==> config.mk <==
export PLATFORM = sky130hd
export DESIGN_NAME = pattern_match_window_counter
export DESIGN_NICKNAME = d
export VERILOG_FILES = /design/src/rtl/pattern_match_window_counter.sv
export SDC_FILE = /design/constraint.sdc
export NUM_CORES = 1
export LEC_CHECK = 0
export BUFFER_PORTS_ARGS = -buffer_cell sky130_fd_sc_hd__buf_4
export CORE_MARGIN = 2
export CORE_UTILIZATION = 40
export DETAILED_ROUTE_END_ITERATION = 6
export HOLD_SLACK_MARGIN = 0.1
export PLACE_DENSITY = 0.69
export SYNTH_ARGS = -nofsm -noshare
export SYNTH_HDL_FRONTEND = slang
export SYNTH_SLANG_ARGS = --single-unit
==> constraint.sdc <==
create_clock -name clk -period 4.85 [get_ports clk]
set_input_delay 0.7275 -clock clk [delete_from_list [all_inputs] [get_ports clk]]
set_output_delay 0.7275 -clock clk [all_outputs]
set_load 0.02 [all_outputs]
==> src/rtl/pattern_match_window_counter.sv <==
// pattern_match_window_counter
//
// Counts the cycles in which the pattern detector's match pulse z is high, over
// consecutive windows of window_len clock cycles. Each completed window's total
// is reported on count, and count_valid is high for one cycle when a new count
// appears. Windows run back to back while enable is held. alarm and overflow are
// sticky flags for the control logic.
//
// Ports:
//   clk           rising-edge clock
//   reset         asynchronous active-high reset
//   z             match pulse, counted only while a window is running
//   enable        level; starts windowing and keeps it running
//   clear         synchronous clear of counters, flags and FSM
//   window_len    window length in cycles (0 is treated as 1)
//   threshold     alarm threshold (0 disables the alarm)
//   count         total of the last completed window
//   count_valid   one-cycle strobe marking a new count
//   running_count live accumulator value (pre-add value for this cycle)
//   alarm         sticky, a completed window reached threshold
//   overflow      sticky, z arrived while the accumulator was saturated

module pattern_match_window_counter #(
  parameter int unsigned CNT_W = 8,
  parameter int unsigned WIN_W = 16
) (
  input  logic             clk,
  input  logic             reset,
  input  logic             z,
  input  logic             enable,
  input  logic             clear,
  input  logic [WIN_W-1:0] window_len,
  input  logic [CNT_W-1:0] threshold,
  output logic [CNT_W-1:0] count,
  output logic             count_valid,
  output logic [CNT_W-1:0] running_count,
  output logic             alarm,
  output logic             overflow
);

  typedef enum logic [1:0] {
    StIdle = 2'd0,
    StLoad = 2'd1,
    StRun  = 2'd2
  } state_e;

  localparam logic [CNT_W-1:0] AccMax = '1;
  localparam logic [CNT_W-1:0] AccOne = CNT_W'(1);
  localparam logic [WIN_W-1:0] WinOne = WIN_W'(1);

  state_e           state_q, state_d;
  logic [CNT_W-1:0] acc_q, acc_d;
  logic [WIN_W-1:0] timer_q, timer_d;
  logic [CNT_W-1:0] count_q, count_d;
  logic             count_valid_q, count_valid_d;
  logic             alarm_q, alarm_d;
  logic             overflow_q, overflow_d;

  logic [WIN_W-1:0] len_eff;
  logic             acc_sat;
  logic [CNT_W-1:0] acc_inc;
  logic [CNT_W-1:0] acc_final;
  logic             last_cycle;

  assign len_eff   = (window_len == '0) ? WinOne : window_len;
  assign acc_sat   = (acc_q == AccMax);
  assign acc_inc   = acc_sat ? acc_q : acc_q + AccOne;
  assign acc_final = z ? acc_inc : acc_q;
  // Timer is always loaded with at least 1, so <= 1 only guards against 0.
  assign last_cycle = (timer_q <= WinOne);

  always_comb begin
    state_d       = state_q;
    acc_d         = acc_q;
    timer_d       = timer_q;
    count_d       = count_q;
    count_valid_d = 1'b0;
    alarm_d       = alarm_q;
    overflow_d    = overflow_q;

    if (clear) begin
      state_d    = StIdle;
      acc_d      = '0;
      timer_d    = '0;
      count_d    = '0;
      alarm_d    = 1'b0;
      overflow_d = 1'b0;
    end else begin
      unique case (state_q)
        StIdle: begin
          acc_d = '0;
          if (enable) state_d = StLoad;
        end
        StLoad: begin
          timer_d = len_eff;
          acc_d   = '0;
          state_d = StRun;
        end
        StRun: begin
          if (last_cycle) begin
            // Window closes: report acc + z, then restart or stop.
            count_d       = acc_final;
            count_valid_d = 1'b1;
            if ((threshold != '0) && (acc_final >= threshold)) alarm_d = 1'b1;
            if (z && acc_sat) overflow_d = 1'b1;
            acc_d = '0;
            if (enable) begin
              timer_d = len_eff;
            end else begin
              timer_d = '0;
              state_d = StIdle;
            end
          end else if (!enable) begin
            // Abort: partial window is discarded, z this cycle is ignored.
            acc_d   = '0;
            timer_d = '0;
            state_d = StIdle;
          end else begin
            acc_d   = acc_final;
            timer_d = timer_q - WinOne;
            if (z && acc_sat) overflow_d = 1'b1;
          end
        end
        default: begin
          state_d = StIdle;
          acc_d   = '0;
          timer_d = '0;
        end
      endcase
    end
  end

  always_ff @(posedge clk or posedge reset) begin
    if (reset) begin
      state_q       <= StIdle;
      acc_q         <= '0;
      timer_q       <= '0;
      count_q       <= '0;
      count_valid_q <= 1'b0;
      alarm_q       <= 1'b0;
      overflow_q    <= 1'b0;
    end else begin
      state_q       <= state_d;
      acc_q         <= acc_d;
      timer_q       <= timer_d;
      count_q       <= count_d;
      count_valid_q <= count_valid_d;
      alarm_q       <= alarm_d;
      overflow_q    <= overflow_d;
    end
  end

  assign count         = count_q;
  assign count_valid   = count_valid_q;
  assign running_count = acc_q;
  assign alarm         = alarm_q;
  assign overflow      = overflow_q;

endmodule

### Yosys cells after proc, flatten, opt, wreduce, memory -nomap -nowiden

Cells that the tools add are included.

* bits of input ports: 29
* register bits after elaboration: 37
* word-level logic and storage cells: 61
* output and inout bits: 19

* magnitude comparators: 2
* reductions and logical operators: 13
* eq/ne operators: 6
* mux-type cells: 31
* $add $sub $neg: 2

Operators with widths (number)
* 16-bit 2-to-1 mux: 5
* 8-bit 2-to-1 mux: 9
* 16-bit case mux with 3 select lines: 1
* 16-bit by 1-bit <= comparator with 1-bit output (second input constant): 1
* 16-bit logical NOT: 1
* 16-bit by 1-bit subtractor with 16-bit output (second input constant): 1
* 1-bit 2-to-1 mux: 12
* 8-bit by 1-bit adder with 8-bit output (second input constant): 1
* 8-bit equality test (second input constant): 1
* 8-bit greater-or-equal comparator: 1
* 8-bit nonzero test: 1
* 2-bit 2-to-1 mux: 3
* 3-bit inequality test (second input constant): 2
* 2-bit case mux with 3 select lines: 1
* 2-bit AND reduction: 3
* 2-bit nonzero test: 3
* 3-bit AND reduction: 1
* 3-bit nonzero test: 1
* 2-bit by 1-bit equality test with 1-bit output (second input constant): 1
* 2-bit equality test (second input constant): 1
* 1-bit logical AND: 2
* 2-bit logical NOT: 1
* 2-bit inequality test (second input constant): 1

### Depth between registers and ports, before layout

Gate-level depths: netlist (run 1).

* word-level depth: 9
* gate-level depth with buffers: 12
* depth with buffers taken out: 11

### Worst setup path before layout (run 1)

OpenSTA, ideal clock, no wires.

* path kind: input-to-reg
* start: input port z
* end: register alarm_q (netlist: alarm)
* required time: 4.719 ns
* library setup time: 0.131 ns
* arrival time: 2.471 ns
* path buffers: 1
* stages: 10
* setup slack: 2.249 ns
* path through: clkbuf_1 and3_1 and3_1 xnor2_1 inv_1 ha_1 a211o_1 a211oi_1 o31a_1 nor3_1

* longest elaborated chain between the ends: 5

Ends and longest elaborated chain
* from (decl): line 29 `input logic z,`
* 8-bit 2-to-1 mux: line 68 `assign acc_final = z ? acc_inc : acc_q;`
* 8-bit greater-or-equal comparator: line 104 `if ((threshold != '0) && (acc_final >= threshold)) alarm_d = 1'b1;`
* 1-bit logical AND: line 104
* 2-bit nonzero test (no source line)
* 3-bit AND reduction (no source line)
* to (signal assigned): line 148 `alarm_q <= alarm_d;`
* to (decl): line 56 `logic alarm_q, alarm_d;`

No other way between the ends.
A chain may end at the register's enable or synchronous reset.

### Worst setup path after layout (run 1)

* start: register acc_q[0] (netlist: running_count[0])
* end: register alarm_q (netlist: alarm)

* longest elaborated chain between the ends: 7
* elaborated cells between the ends (all ways): 8
* classes of those cells: add/sub (1); order compare (1); eq/ne (1); mux (2); reduce/logical (3)

Ends and longest elaborated chain
* from (decl): line 52 `logic [CNT_W-1:0] acc_q, acc_d;`
* from (signal assigned): line 136 `acc_q <= '0;`
* from (signal assigned): line 144 `acc_q <= acc_d;`
* 8-bit by 1-bit adder with 8-bit output or 8-bit equality test (tied branches): line 67, 66
* 8-bit 2-to-1 mux: line 67 `assign acc_inc = acc_sat ? acc_q : acc_q + AccOne;`
* 8-bit 2-to-1 mux (*): line 68
* 8-bit greater-or-equal comparator (*): line 104
* 1-bit logical AND (*): line 104
* 2-bit nonzero test (no source line) (*)
* 3-bit AND reduction (no source line) (*)

Every way passes the cells marked *; elsewhere a longest branch is shown, timed or not.

==> results.md, run 1 <==
- Status: completed
- Worst hold margin: ~0.52 ns
- Max_cap viols: 0
- Wire per inst: 15.3 um
- Post-CTS Setup Bufs: 0
- Synth Flop Type: dfrtp_1
- Worst path cell trace: ha_1, nand3_1, and3_1, xnor2_1, inv_1, ha_1, a211o_1, a211oi_1, o31a_1, nor3_1
- Root Buffer: clkbuf_8
- Synth Register Bits: 37
- RSZ-0062 raised after global routing: false
- Vias in the first global route: just over 2,000
- Worst slew margin: 0.534
- Iter 0 DRT Violations: 98
- Die width: between 80 and 90 um
- Largest net degree at the start of global routing: 38
- CP delay by family, top: compound AO/OA/AOI/OAI gates
- Fin util: 0.508
- Initial antenna violation count: 0
- Arr. time, crit path: about 2.7 ns
- Htree depth: 2
- Final setup viols: 0
- Critical path's slowest cell: dfrtp_1
- CTS tree: done
- Cts hold-fix bufs: 0
- First-pass GRT wire length: around 9400 um
- DRT Pass-1 Iters: 4
- P_leak: roughly 1.4 nW
- Die height: 80.5 um
- Worst-Margin Slew: around 0.69 ns
- Area delta synth->final: 20.8%
- Clock slew at reported path FFs: about 0.070 ns
- # diodes: 0
- DR DRC count: 0
- # IOs: 48
- CTS Buf Count: 5
- Final period util: 0.531
- Tmin final: 2.57 ns
- Number of flops mapped to enable cells by yosys: 0
- Synth cell types: 46
- CP Class: reg2reg
- Max FO, Critical Path: 7
- Drt via density: between 5 and 6
- Cell taking the most area after synthesis: dfrtp_1
- Syn avg cell area: just over 9 um2
- Max incr delay on CP: about 0.40 ns
- Data required, critical path: about 5 ns
- Gr ovfl total: 0
- Post-DP HPWL: approximately 4200 um
- Gate Count Post-Synth: 252
- Post-synth net total: between 200 and 300
- Post-route ant nets: 0
- Final wirelength: ~5600 um
- Crit start category: flop
- # port buffers: 47
- CTS resizes: 0
- Placer Congestion: 0.775
- Asr flop ratio synth: 1.00
- Clock Latency Late Sink: 0.29 ns
- Cell Pwr Density: 281 nW/um2
- Clock sinks: 37
- Crit end category: flop
- TNS Setup: 0 ns
- Rows: 27
- Core Area: about 5600 um2
- Clock tree buffer depth: 2
- Yosys top cell area share: 0.396
- NumNets Final: roughly 340
- Worst ir drop on vdd: roughly 0.14 mV
- Clock Skews: 0.00506 ns
- Max Freq: 0.388 GHz
- Most Frequent Cell on Critical Path: ha_1
- Area contributors post-synth: dfrtp_1 (40%), ha_1 (8.0%), nor2_1 (4.3%)
- Full die area: 6480 um2
- Hold Vio Cnt, Final: 0
- Initial Utilization: 0.420
- Post-Syn Area: ~2300 um2
- Hold WC Path Type: reg2reg
- Via total after detailed routing: around 2,100
- Seq/Total Area, Yosys: 0.396
- Buf/Inv on CP: 1
- YS warnings: 0
- GR Util All Layers: 0.185
- Final Max Tran Viols: 0
- Share of layout cells above drive strength 1: 0.223
## cell families (layout without fill, tap and decap cells)
| kind of cell | Yosys count | after routing | share of synthesized area |
|---|---|---|---|
| xor+xnor | 5 | 5 | 0.0187 |
| fa+ha+maj | 15 | 15 | 0.0802 |
| flops | 37 | 37 | 0.396 |
| buf+inv | 31 | 75 | 0.0577 |
| compound gates | 55 | 55 | 0.167 |
| simple gates | 99 | 99 | 0.237 |
| mux | 10 | 10 | 0.0438 |
## metal layers
layer,vias to the layer above,global-route usage,share of wire
met5,-,0,0
met4,0,0.0576,0.012
met3,8,0.0258,0.060
met2,67,0.320,0.48
met1,1018,0.237,0.44
li1,1012,-,-
## synth_stat cells, types with 3 or more instances
| library cell | n |
|---|---|
| dfrtp_1 | 37 |
| nor2_1 | 27 |
| inv_1 | 19 |
| ha_1 | 15 |
| o21ai_0 | 14 |
| nand2_1 | 11 |
| nor4_1 | 11 |
| a221o_1 | 10 |
| nor3_1 | 9 |
| a21oi_1 | 8 |
| mux2i_1 | 8 |
| nor3b_1 | 8 |
| and3_1 | 6 |
| clkbuf_1 | 6 |
| a211oi_1 | 5 |
| nand3_1 | 5 |
| nand2b_1 | 4 |
| nor2b_1 | 4 |
| and2_1 | 3 |
| buf_2 | 3 |
| nand4_1 | 3 |
| xnor2_1 | 3 |
## cells in the final DEF, fill, tap and decap left out, drive strengths merged, types with 3 or more instances in the layout
cell type	netlist	routed
dfrtp	37	37
nand4	3	3
ha	15	15
and2	3	3
buf	6	48
nor2b	4	4
nand2	11	11
and3	6	6
nor3	10	10
inv	19	19
clkbuf	6	7
nor2	27	27
nor4	12	12
or3	3	3
xnor2	3	3
nor3b	8	8
o21ai	16	16
a221o	10	10
a211oi	5	5
a21oi	8	8
mux2i	8	8
nand3	5	5
nand2b	4	4
## area by class of cell
type                    instances  area, um2
fillers                       540       2750
multi-input cells             184       1280
repair buffers                 48        360
flip-flops and latches         37        926
well taps                      72       90.1
clock buffers                   7       96.3
inverters                      19       71.3
clock inverters                 1       5.00
## power breakdown
part / internal [mW] / total [mW] / switching (mW)
sequential: 0.323 / 0.335 / 0.0122
clock: 0.129 / 0.239 / 0.111
combinational: 0.0954 / 0.222 / 0.127
total: 0.546 / 0.796 / 0.250
## worst paths after layout
check / startpoint / endpoint / slack [ns] / cells past startpoint
min in group asynchronous: reset / timer_q[8] / 0.54 / 3
worst min-delay path: overflow / overflow / 0.52 / 2
worst max register to register: running_count[0] / alarm / 2.28 / 10
max in group asynchronous: reset / alarm / 3.95 / 3
worst min register to register: overflow / overflow / 0.52 / 2
worst max-delay path: running_count[0] / alarm / 2.28 / 10
## stage by stage
stage	instance area [um2]	power [mW]	setup WS (ns)	cells
final	2830	0.796	2.28	368
after global routing	2830	0.850	2.07	368
after CTS	2830	0.806	2.26	368
after detailed placement	2730	0.562	2.18	360
after global placement	2730	0.558	2.20	360
after floorplan	2340	0.497	2.25	252
## tightest hold or removal path, cell delays in order (launching register included)
cell	delay, ns
dfrtp_1	0.38
inv_1	0.05
a21oi_1	0.05
## registers in the layout (all words and copies together), names as in the netlist
name           cells
timer_q           16
running_count      8
count              8
count_valid        1
overflow           1
alarm              1
state_q            2
Note: power is estimated with default switching activity, not from simulation.
==> inputs of run 2 (changes only) <==
- clock period: 4.85 -> 2.47 ns (I/O delays scaled with it)
==> results.md, run 2 (synthesis gave the netlist of run 1 again) <==
- Status: completed
- M1 WL: 2710 um (+9.2%)
- Worst r2r src: timer_q[11]
- Arr. time, crit path: 2.51 ns (-0.23 ns)
- R2R cell count: 5 (-5)
- Htree depth: 2 (unchanged)
- R2r setup slk: 0.14 ns (-2.14 ns)
- Crit start category: flop
- TNS Setup: 0 ns (unchanged)
- Vias in the first global route: 2,034 (+0.79%)
- Die height: 80.5 um (unchanged)
- Initial antenna violation count: 0 (unchanged)
- Data required, critical path: 2.64 ns (-2.38 ns)
- Cell Pwr Density: 561 nW/um2 (+99%)
- First-pass GRT wire length: 9740 um (+3.7%)
- Cts hold-fix bufs: 0 (unchanged)
- Worst-Margin Slew: 0.493 ns (-0.200 ns)
- Post-route ant nets: 0 (unchanged)
- Area delta synth->final: 27.5%
- RSZ-0062 raised after global routing: false
- # diodes: 0 (unchanged)
- Iter 0 DRT Violations: 109 (+11%)
- Root Buffer: clkbuf_8
- Dpl ws: 0.0892 ns (-2.09 ns)
- Hold WC Path Type: in2async
- Max FO, Critical Path: 26 (+19)
- Max_cap viols: 0 (unchanged)
- Clock slew at reported path FFs: 0.08 ns (about the same)
- # port buffers: 47 (unchanged)
- Die width: 80.5 um (unchanged)
- Top layer in use: met4
- Max Freq: 0.429 GHz (+10%)
- Wire per inst: 15.3 um (about the same)
- Max incr delay on CP: 0.56 ns (+0.16 ns)
- Clock Latency Late Sink: 0.29 ns (about the same)
- Drt via density: 5.50 (-3.8%)
- Clock sinks: 37 (unchanged)
- DRT Pass-1 Iters: 4 (unchanged)
- Routed wl met3: 248 um (-27%)
- Largest net degree at the start of global routing: 38 (unchanged)
- P_leak: 1.47 nW (+5.7%)
- NumNets Final: 355 (+4.7%)
- Clock Skews: 0.00732 ns (+0.00226 ns)
- Hold Vio Cnt, Final: 0 (unchanged)
- Worst ir drop on vdd: 0.283 mV (+97%)
- Core Area: 5570 um2 (unchanged)
- Final wirelength: 5860 um (+4.4%)
- Setup slack after layout: 0.137 ns (-2.14 ns)
- Most common cell after layout, fill and taps aside: buf_4
- Tmin final: 2.33 ns (-0.242 ns)
- Met2 wire len: 2860 um (+5.0%)
- DR DRC count: 0 (unchanged)
- CTS tree: done
- Largest Register: timer_q
- Gr ovfl total: 0 (unchanged)
- Placer Congestion: 0.806 (+4.0%)
- Worst path cell trace: or4_4, nor3_1, a21o_2, o21ai_0, a221o_1
- Critical path's slowest cell: or4_4
- GR Util All Layers: 0.195 (+0.0107)
- Max FFs per register: 16 (unchanged)
- CTS Buf Count: 5 (unchanged)
- Full die area: 6480 um2 (unchanged)
- Terminus of the critical flop-to-flop path: timer_q[11]
- Post-DP HPWL: 4360 um (+5.0%)
- Commonest non-fill, non-tap cells in the layout: buf_4 (64), dfrtp_1 (34), nor2_1 (27)
- Rows: 27 (unchanged)
- Initial Utilization: 0.420 (unchanged)
- # IOs: 48 (unchanged)
- Final setup viols: 0 (unchanged)
- Final period util: 0.944 (+0.414)
- Worst slew margin: 0.672 (+0.137)
- CP Class: reg2reg
- Final Max Tran Viols: 0 (unchanged)
- Total Power Consumption: 1.67 mW (+110%)
- Via total after detailed routing: 2,113 (+0.38%)
- Crit end category: flop
- Share of layout cells above drive strength 1: 0.279 (+0.0559)
- Clock tree buffer depth: 2 (unchanged)
## run 2: cell types whose count changed in the layout (fill, tap and decap cells not counted), sizes merged
cell	previous run	this run
clkinvlp	0	1
clkbuf	7	6
bufinv	0	1
buf	48	64
clkinv	1	0
## run 2: critical path, delay by kind of cell, from the launching register on
family             cells  cell delay, ns
AOI/OAI and AO/OA      3            0.95
and+or+nand+nor        2            0.85
DFF                    1            0.42
## run 2: how the worst max path moves through the flow
stage | from | to | slack [ns]
4_1_cts | running_count[6] | alarm | 0.06
2_1_floorplan | running_count[2] | alarm | 0.007
6_report | timer_q[11] | timer_q[11] | 0.14
3_3_place_gp | z | alarm | 0.11
3_5_place_dp | running_count[6] | alarm | 0.09
5_1_grt | running_count[0] | alarm | 0.02
## run 2: power breakdown
part	internal [mW]	leakage [nW]	switching (mW)
clock	0.328	0.0574	0.230
sequential	0.633	0.509	0.0232
combinational	0.206	0.906	0.253
total	1.17	1.47	0.507
## run 2: through the flow
step | instance area, um2 | hold slack, ns | utilization | cells
5_1_grt | 2980 | 0.231 | 0.535 | 384
3_5_place_dp | 2840 | 0.511 | 0.509 | 374
3_3_place_gp | 2840 | 0.506 | 0.509 | 374
2_1_floorplan | 2340 | 0.493 | - | 252
4_1_cts | 2960 | 0.203 | 0.530 | 382
6_report | 2980 | 0.182 | 0.535 | 384
## run 2: layout make-up
class | instances | area, um2
fillers | 529 | 2590
multi-input cells | 184 | 1290
clock inverters | 2 | 37.5
flip-flops and latches | 37 | 930
repair buffers | 64 | 480
well taps | 72 | 90.1
inverters | 19 | 71.3
clock buffers | 6 | 82.6
## run 2: what timing repair did
| action | CTS | global route |
|---|---|---|
| setup endpoints to repair | 0 | 1 |
| hold endpoints to repair | 0 | 0 |
| gates resized for setup | 0 | 2 |
| buffers inserted | 0 | 2 |
## run 2: routing by layer
metal | GRT usage | vias to the layer above
li1 | - | 1045
met1 | 0.250 | 1012
met2 | 0.334 | 51
met3 | 0.0427 | 5
met4 | 0.0492 | 0
met5 | 0 | -
